--- src/rtl/life_grid_scanout.sv ---
// rtl/life_grid_scanout.sv - snapshot a ROWS x COLS cell grid and stream it out row by row
//
// Purpose:
//   On a start request in IDLE, captures grid_in into a snapshot register, then
//   presents one row per handshake on row_data/row_idx (valid/ready). After the
//   last row is accepted, a one-cycle DONE state publishes the frame population,
//   an extinct flag and a stable flag (frame equals the previous frame).
//
// Ports:
//   clk        in   system clock, rising edge
//   _rst       in   synchronous active-high reset
//   grid_in    in   ROWS*COLS cell status, bit r*COLS+c = (row r, col c)
//   start      in   request one frame (honoured only in IDLE)
//   busy       out  frame in progress (SEND or DONE)
//   row_valid  out  row_data/row_idx valid
//   row_ready  in   consumer accepts the current row
//   row_data   out  snapshot row, bit c = column c
//   row_idx    out  index of the row on row_data
//   done       out  one-cycle pulse after the last row is accepted
//   pop_count  out  live cells in the last completed frame
//   stable     out  last completed frame equals the one before it
//   extinct    out  last completed frame had no live cells

module life_grid_scanout #(
    parameter int ROWS  = 8,
    parameter int COLS  = 8,
    parameter int ROW_W = 3,
    parameter int CNT_W = 7
) (
    input  logic                 clk,
    input  logic                 _rst,
    input  logic [ROWS*COLS-1:0] grid_in,
    input  logic                 start,
    output logic                 busy,
    output logic                 row_valid,
    input  logic                 row_ready,
    output logic [COLS-1:0]      row_data,
    output logic [ROW_W-1:0]     row_idx,
    output logic                 done,
    output logic [CNT_W-1:0]     pop_count,
    output logic                 stable,
    output logic                 extinct
);

    localparam int GRID_W = ROWS * COLS;

    localparam logic [1:0] S_IDLE = 2'd0;
    localparam logic [1:0] S_SEND = 2'd1;
    localparam logic [1:0] S_DONE = 2'd2;

    logic [1:0]        r_state;
    logic [GRID_W-1:0] r_snap;
    logic [GRID_W-1:0] r_prev_snap;
    logic [ROW_W-1:0]  r_row_idx;
    logic [CNT_W-1:0]  r_run_cnt;
    logic [CNT_W-1:0]  r_pop;
    logic              r_diff;
    logic              r_have_prev;
    logic              r_stable;
    logic              r_extinct;

    logic [COLS-1:0]   w_row;
    logic [CNT_W-1:0]  w_row_pop;

    // Row select from the snapshot; a mux over row indices keeps widths explicit.
    always_comb begin
        w_row = '0;
        for (int r = 0; r < ROWS; r++) begin
            if (r_row_idx == ROW_W'(r)) begin
                w_row = r_snap[r*COLS +: COLS];
            end
        end
    end

    always_comb begin
        w_row_pop = '0;
        for (int c = 0; c < COLS; c++) begin
            w_row_pop = w_row_pop + CNT_W'(w_row[c]);
        end
    end

    always_ff @(posedge clk) begin
        if (_rst) begin
            r_state     <= S_IDLE;
            r_snap      <= '0;
            r_prev_snap <= '0;
            r_row_idx   <= '0;
            r_run_cnt   <= '0;
            r_pop       <= '0;
            r_diff      <= 1'b0;
            r_have_prev <= 1'b0;
            r_stable    <= 1'b0;
            r_extinct   <= 1'b0;
        end else begin
            case (r_state)
                S_IDLE: begin
                    if (start) begin
                        r_snap    <= grid_in;
                        r_row_idx <= '0;
                        r_run_cnt <= '0;
                        // Compare against the previous frame now so prev_snap
                        // can be overwritten freely at DONE.
                        r_diff    <= (grid_in != r_prev_snap);
                        r_state   <= S_SEND;
                    end
                end
                S_SEND: begin
                    if (row_ready) begin
                        r_run_cnt <= r_run_cnt + w_row_pop;
                        if (r_row_idx == ROW_W'(ROWS - 1)) begin
                            r_state <= S_DONE;
                        end else begin
                            r_row_idx <= r_row_idx + 1'b1;
                        end
                    end
                end
                S_DONE: begin
                    r_pop       <= r_run_cnt;
                    r_extinct   <= (r_run_cnt == '0);
                    r_stable    <= r_have_prev && !r_diff;
                    r_prev_snap <= r_snap;
                    r_have_prev <= 1'b1;
                    r_state     <= S_IDLE;
                end
                default: begin
                    r_state <= S_IDLE;
                end
            endcase
        end
    end

    assign busy      = (r_state != S_IDLE);
    assign row_valid = (r_state == S_SEND);
    assign done      = (r_state == S_DONE);
    assign row_data  = (r_state == S_SEND) ? w_row : '0;
    assign row_idx   = r_row_idx;
    assign pop_count = r_pop;
    assign stable    = r_stable;
    assign extinct   = r_extinct;

endmodule
--- config.mk ---
export PLATFORM = sky130hd
export DESIGN_NAME = life_grid_scanout
export DESIGN_NICKNAME = d
export VERILOG_FILES = /design/src/rtl/life_grid_scanout.sv
export SDC_FILE = /design/constraint.sdc
export NUM_CORES = 1
export LEC_CHECK = 0
export ABC_CLOCK_PERIOD_IN_PS = 10850
export CAP_MARGIN = 0
export CORE_MARGIN = 4
export CORE_UTILIZATION = 62
export CTS_BUF_LIST = sky130_fd_sc_hd__clkbuf_16
export CTS_CLUSTER_DIAMETER = 60
export DETAILED_ROUTE_END_ITERATION = 7
export DONT_BUFFER_PORTS = 1
export HOLD_SLACK_MARGIN = 0.12
export PLACE_DENSITY_LB_ADDON = 0.1
export SLEW_MARGIN = 20
export SYNTH_ARGS = -nofsm -noshare
export SYNTH_HDL_FRONTEND = slang
export SYNTH_SLANG_ARGS = --single-unit
--- constraint.sdc ---
create_clock -name clk -period 10.85 [get_ports clk]
set_input_delay 1.085 -clock clk [delete_from_list [all_inputs] [get_ports clk]]
set_output_delay 1.085 -clock clk [all_outputs]
set_load 0.01 [all_outputs]
==> results of run 1 <==
## state kept, by name, indices dropped and copies added (netlist names), 2 cells and up
| name | count |
|---|---|
| r_state | 2 |
| r_run_cnt | 7 |
| r_snap | 64 |
| r_prev_snap | 64 |
| pop_count | 7 |
| row_idx | 3 |
## Yosys cell counts, drive strengths merged, types with 2 or more instances
cell and count:
a211oi 8, a21oi 172, a22o 4, a22oi 2, and2 2, and3b 2
buf 31, clkbuf 29, dfxtp 151, fa 5, ha 12, inv 18
nand2 296, nand2b 3, nand3 6, nand3b 12, nand4 6, nor2 30
nor2b 6, nor3 11, nor3b 2, nor4 13, o211ai 4, o21ai 11
o22ai 5, o31a 4, or2 2, xnor2 23, xor2 45
## power groups by stage
| stage | logic (mW) | registers (mW) | clock network, mW |
|---|---|---|---|
| detailed placement | 0.0922 | 0.600 | 0 |
| CTS | 0.0928 | 0.588 | 0.578 |
| finish | 0.0930 | 0.589 | 0.576 |
| floorplan | 0.0788 | 0.592 | 0 |
| global placement | 0.0873 | 0.600 | 0 |
| global route | 0.104 | 0.590 | 0.606 |
## logic make-up after synthesis
kind of cell,count (synthesis)
compound gates,212
xor+xnor,68
fa+ha+maj,17
buf+inv,78
flops,151
simple gates,393
## worst min-delay path, cell delays in order (launching register included)
cell     delay (ps)
dfxtp_1         310
nand2_1          50
a21oi_1          50
## metal layers
layer  share of wire  global-route usage
met1            0.41               0.403
met2            0.49               0.518
met3           0.089              0.0888
met4           0.018              0.0911
met5               0                   0
## cell usage in the layout, fill, tap and decap left out, drive strengths merged, types with 4 or more instances in the layout
cell type,instances
nor2,30
a21oi,172
nor2b,6
nand2,296
inv,20
nor4,13
dfxtp,151
clkinv,10
nor3,11
fa,5
nand4,6
o211ai,4
nand3b,12
a211oi,8
nand3,6
o21ai,11
xnor2,23
o31a,4
o22ai,5
xor2,45
a22o,4
ha,12
clkbuf,17
## per-stage QoR
step	cell area [um2]	setup slack, ps	std cells
CTS	7510	5670	1034
finish	7510	5640	1034
global route	7510	5200	1034
detailed placement	6940	5690	1002
global placement	6940	5880	1002
floorplan	7010	6180	919
## worst min path at each step
stage | startpoint | to | slack (ps) | cells past startpoint
6_report | r_prev_snap[38] | r_prev_snap[38] | 460 | 2
5_1_grt | r_prev_snap[10] | r_prev_snap[10] | 480 | 2
4_1_cts | r_prev_snap[38] | r_prev_snap[38] | 460 | 2
3_5_place_dp | r_prev_snap[38] | r_prev_snap[38] | 450 | 2
3_3_place_gp | r_prev_snap[43] | r_prev_snap[43] | 450 | 2
2_1_floorplan | r_snap[2] | r_prev_snap[2] | 440 | 2
## area by class of cell
cell class	instances	area, um2
Timing Repair Buffer	3	22.5
Clock buffer	17	425
Inverter	18	67.6
Tap cell	140	175
Clock inverter	15	144
Sequential cell	151	3020
Fill cell	929	3420
Multi-Input combinational cell	690	3650
==> flow_metrics.env, run 1 <==
export IMPL_core_area_um2=10900
export IMPL_synthesis_area_um2=7010
export IMPL_max_stage_delay_ps=840
export IMPL_holdWs_ps=461
export IMPL_grt_overflow=0
export IMPL_required_ps=11130
export IMPL_cts_max_path_buffers=2
export IMPL_ys_types=41
export IMPL_hold_class="flip-flop to flip-flop"
export IMPL_grt_antenna_before_repair=0
export IMPL_rsz0062_at_grt="no"
export IMPL_yosys_warnings=0
export IMPL_r2r_slack_ps=5640
export IMPL_rows=38
export IMPL_ctsResizeCount=0
export IMPL_seqPwrFrac=0.468
export IMPL_p_switching_mw=0.299
export IMPL_fp_dieH_um=114
export IMPL_crit_cells=20
export IMPL_crit_start="row_idx[0]"
export IMPL_tritoncts="built"
export IMPL_place_congestion=0.920
export IMPL_post_cts_setup_buffer_count=0
export IMPL_initial_core_util=0.641
export IMPL_clk_pin_slew_ps=60
export IMPL_slowest_stage="ha_1"
export IMPL_synth_top_area_share=0.431
export IMPL_wl_um=20000
export IMPL_post_route_util=0.687
export IMPL_max_slew_margin=0.364
export IMPL_period_needed_ps=5210
export IMPL_synth_xor_area_frac=0.0850
export IMPL_critPathArrivalTime_ps=5490
export IMPL_fin_skew_ps=7.92
export IMPL_hold_viol_final=0
export IMPL_antenna_left=0
export IMPL_synth_mux_area_frac=0
export IMPL_syn_to_final_growth_pct=7.21
export IMPL_synth_top_family_by_area="simple AND/OR/NAND/NOR gates"
export IMPL_postCtsHoldBufs=0
export IMPL_synthesis_nets=1004
export IMPL_tightest_slew_ps=955
export IMPL_ff2ff_path_depth=20
export IMPL_grt_pass1_vias=5969
export IMPL_syn_inst=919
export IMPL_p_int_mw=0.959
export IMPL_h_tree_depth=4
export IMPL_combPwrFrac=0.074
export IMPL_reg2reg_to="r_run_cnt[6]"
export IMPL_dr_first_iter_drc_count=541
export IMPL_timing_rr_start="row_idx[0]"
export IMPL_boundaryPins=91
export IMPL_hpwl_um=13900
export IMPL_final_max_slew_viol_count=0
export IMPL_grt_max_degree=152
export IMPL_vias_per_cell=5.93
export IMPL_crit_family="adder cells"
export IMPL_insertion_delay_ps=420
export IMPL_fmax_ghz=0.192
export IMPL_async_flop_share=0
export IMPL_synth_flop_cell="dfxtp_1"
export IMPL_cts_sinks=151
export IMPL_grt_pass1_wl_um=31700
export IMPL_clockPowerShare=0.458
export IMPL_critPathCaptureType="flip-flop"
export IMPL_crit_chain="ha_1, nand2_1, a21oi_1, a211oi_1, o22ai_1, a21oi_1, fa_1, inv_1, fa_1, inv_1, fa_1, fa_1, inv_1, fa_1, nand2_1, nand2_1, a21oi_1, nor2_1, xnor2_1, nor3_1"
export IMPL_synth_area_leaders="dfxtp_1 (43%), nand2_1 (16%), a21oi_1 (12%)"
export IMPL_cap_violations=0
export IMPL_synth_compound_area_share=0.163
export IMPL_synth_area_per_cell_um2=7.62
export IMPL_finalSetupTns_ps=0
export IMPL_synthAdderAreaFrac=0.0357
export IMPL_numCtsBuffers=17
export IMPL_status="finished clean"
export IMPL_fin_nets=966
export IMPL_crit_buf_inv=3
export IMPL_wl_per_cell_um=19.3
export IMPL_ys_seq_area_frac=0.431
export IMPL_io_buffer_count=0
export IMPL_start_kind="flip-flop"
export IMPL_cp_endpoint="r_run_cnt[6]"
export IMPL_synth_edf_count=0
export IMPL_synth_largest_area_cell="dfxtp_1"
export IMPL_crit_top_cell="fa_1"
export IMPL_p_total_mw=1.26
export IMPL_critPathMaxFanout=32
export IMPL_cts_root_buf="clkbuf_16"
export IMPL_n_antenna_cell=0
export IMPL_synthSimpleGateAreaFrac=0.238
export IMPL_dr_pass1_iters=5
export IMPL_min_period_over_period=0.480
export IMPL_setup_viol=0
export IMPL_powerDensity_nw_per_um2=167
export IMPL_vias=6130
export IMPL_crit_type="flip-flop to flip-flop"
export IMPL_track_usage=0.314
export IMPL_die_w_um=114
export IMPL_yosys_register_bits=151
export IMPL_die_area_um2=13100
export IMPL_swShare=0.237
export IMPL_ir_worst_vdd_uv=154
export IMPL_drc=0
export IMPL_layout_drive_gt1_share=0.0403
export IMPL_p_leak_nw=2.70
(Power assumes the default switching activity.)
==> run 2, diff against run 1 <==
ABC_CLOCK_PERIOD_IN_PS = 4600   (was 10850)
CORE_UTILIZATION = 57   (was 62)
clock period = 4.6 ns   (was 10.85 ns; I/O delays follow)
==> run 2 against run 1 <==
Against the previous run:
- final cell count up 2.7%
- worst hold slack worse by 300 ps
- via count up 1.5%
- critical endpoint unchanged
- largest cell class unchanged
- largest power group is now clock
- highest routed layer unchanged
==> flow_metrics.env, run 2 (synthesis gave the netlist of run 1 again) <==
export IMPL_reg_largest_list="r_prev_snap x64, r_snap x64"
export IMPL_tightest_slew_ps=862
export IMPL_antenna_left=0
export IMPL_cts_max_path_buffers=2
export IMPL_fin_nets=988
export IMPL_period_needed_ps=4430
export IMPL_fp_dieH_um=119
export IMPL_fin_skew_ps=5.58
export IMPL_dpl_worst_slack_ps=-19.4
export IMPL_die_area_um2=14100
export IMPL_insertion_delay_ps=430
export IMPL_ir_worst_vdd_uv=286
export IMPL_critPathCaptureType="flip-flop"
export IMPL_syn_to_final_growth_pct=11.3
export IMPL_cap_violations=0
export IMPL_layout_drive_gt1_share=0.0820
export IMPL_design_area_um2=7800
export IMPL_final_max_slew_viol_count=0
export IMPL_io_buffer_count=0
export IMPL_drc=0
export IMPL_route_met3_wl_um=1800
export IMPL_p_leak_nw=2.82
export IMPL_setup_viol=0
export IMPL_die_w_um=119
export IMPL_h_tree_depth=4
export IMPL_grt_overflow=0
export IMPL_crit_type="flip-flop to flip-flop"
export IMPL_powerDensity_nw_per_um2=391
export IMPL_rsz0062_at_grt="yes"
export IMPL_cts_sinks=151
export IMPL_layout_common_cells="nand2_1 (296), a21oi_1 (168), dfxtp_1 (149), xor2_1 (45), nor2_1 (28)"
export IMPL_setup_slack_ps=172
export IMPL_initial_core_util=0.583
export IMPL_critPathArrivalTime_ps=4720
export IMPL_wl_um=20000
export IMPL_vias_per_cell=5.86
export IMPL_dr_wl_met2_um=9550
export IMPL_vias=6220
export IMPL_required_ps=4890
export IMPL_hold_viol_final=0
export IMPL_place_congestion=0.896
export IMPL_dr_max_layer_used="met4"
export IMPL_critPathMaxFanout=6
export IMPL_hpwl_um=13900
export IMPL_rows=40
export IMPL_dr_pass1_iters=5
export IMPL_tritoncts="built"
export IMPL_hold_class="input port to flip-flop"
export IMPL_grt_pass1_wl_um=31300
export IMPL_mostFrequentLayoutCell="nand2_1"
export IMPL_clk_pin_slew_ps=60
export IMPL_dr_first_iter_drc_count=707
export IMPL_start_kind="flip-flop"
export IMPL_numCtsBuffers=17
export IMPL_n_antenna_cell=0
export IMPL_place_area_um2=7100
export IMPL_grt_pass1_vias=5766
export IMPL_max_slew_margin=0.425
export IMPL_fmax_ghz=0.226
export IMPL_min_period_over_period=0.963
export IMPL_status="finished clean"
export IMPL_grt_antenna_before_repair=0
export IMPL_core_area_um2=12000
export IMPL_wl_per_cell_um=18.9
export IMPL_grt_max_degree=152
export IMPL_wl_met1_um=8140
export IMPL_track_usage=0.284
export IMPL_boundaryPins=91
export IMPL_cts_root_buf="clkbuf_16"
-- run 2: changes by cell type in the layout (fill, tap and decap cells not counted), sizes merged --
cell | previous run | this run
buf | 3 | 25
clkinv | 10 | 5
clkinvlp | 0 | 2
bufinv | 3 | 4
inv | 20 | 21
-- run 2: path summary, 6_finish.rpt --
check,from,endpoint,slack (ps),cells after the start
worst max register to register,row_idx[0],r_run_cnt[6],170,21
worst min-delay path,grid_in[29],r_snap[29],160,2
worst max-delay path,row_idx[0],r_run_cnt[6],170,21
worst min register to register,r_prev_snap[0],r_prev_snap[0],460,2
-- run 2: final cells by class --
cell class | count | area [um2]
sequential | 151 | 3030
timing repair buffer | 25 | 208
clock buffer | 17 | 425
fill | 1042 | 4210
clock inverter | 14 | 168
inverter | 18 | 67.6
multi-input combinational | 690 | 3720
tap | 147 | 184
-- run 2: stage by stage --
step            util  hold WS (ps)  cells  total power, mW  setup TNS [ps]
6_report       0.649           158   1062             3.05               0
3_3_place_gp   0.591           447   1028             1.63               0
2_1_floorplan      -           441    919             1.58               0
5_1_grt        0.649           150   1062             3.16           -59.0
4_1_cts        0.643           144   1060             3.06               0
3_5_place_dp   0.591           452   1028             1.64           -31.4
-- run 2: routing by layer --
layer | track usage | vias up
met5 | 0 | -
met3 | 0.0836 | 42
li1 | - | 3003
met1 | 0.362 | 2938
met2 | 0.456 | 237
met4 | 0.110 | 0
-- run 2: where the power goes --
| group | total, mW | internal (mW) | switching (mW) |
|---|---|---|---|
| clock | 1.41 | 0.888 | 0.520 |
| sequential | 1.39 | 1.35 | 0.0421 |
| combinational | 0.252 | 0.0924 | 0.159 |
-- run 2: critical path, cell delays in order, from the launching register on --
cell and delay (ps):
dfxtp_4 390, inv_2 70, ha_2 200, or2_4 240, a21oi_2 110, a211oi_1 60, o22ai_1 260, a21oi_2 110
fa_1 490, inv_1 50, fa_1 490, inv_1 50, fa_1 500, fa_2 210, inv_1 60, fa_2 390
nand2_1 70, nand2_1 60, a21oi_2 150, nor2_1 80, xnor2_1 170, nor3_1 60
-- run 2: repair_timing --
item,in CTS,in global routing
pin swaps,0,4
hold endpoints to repair,151,0
setup buffers,0,2
gates resized for setup,4,16
hold buffers,1,0
endpoints found under the setup margin,2,4
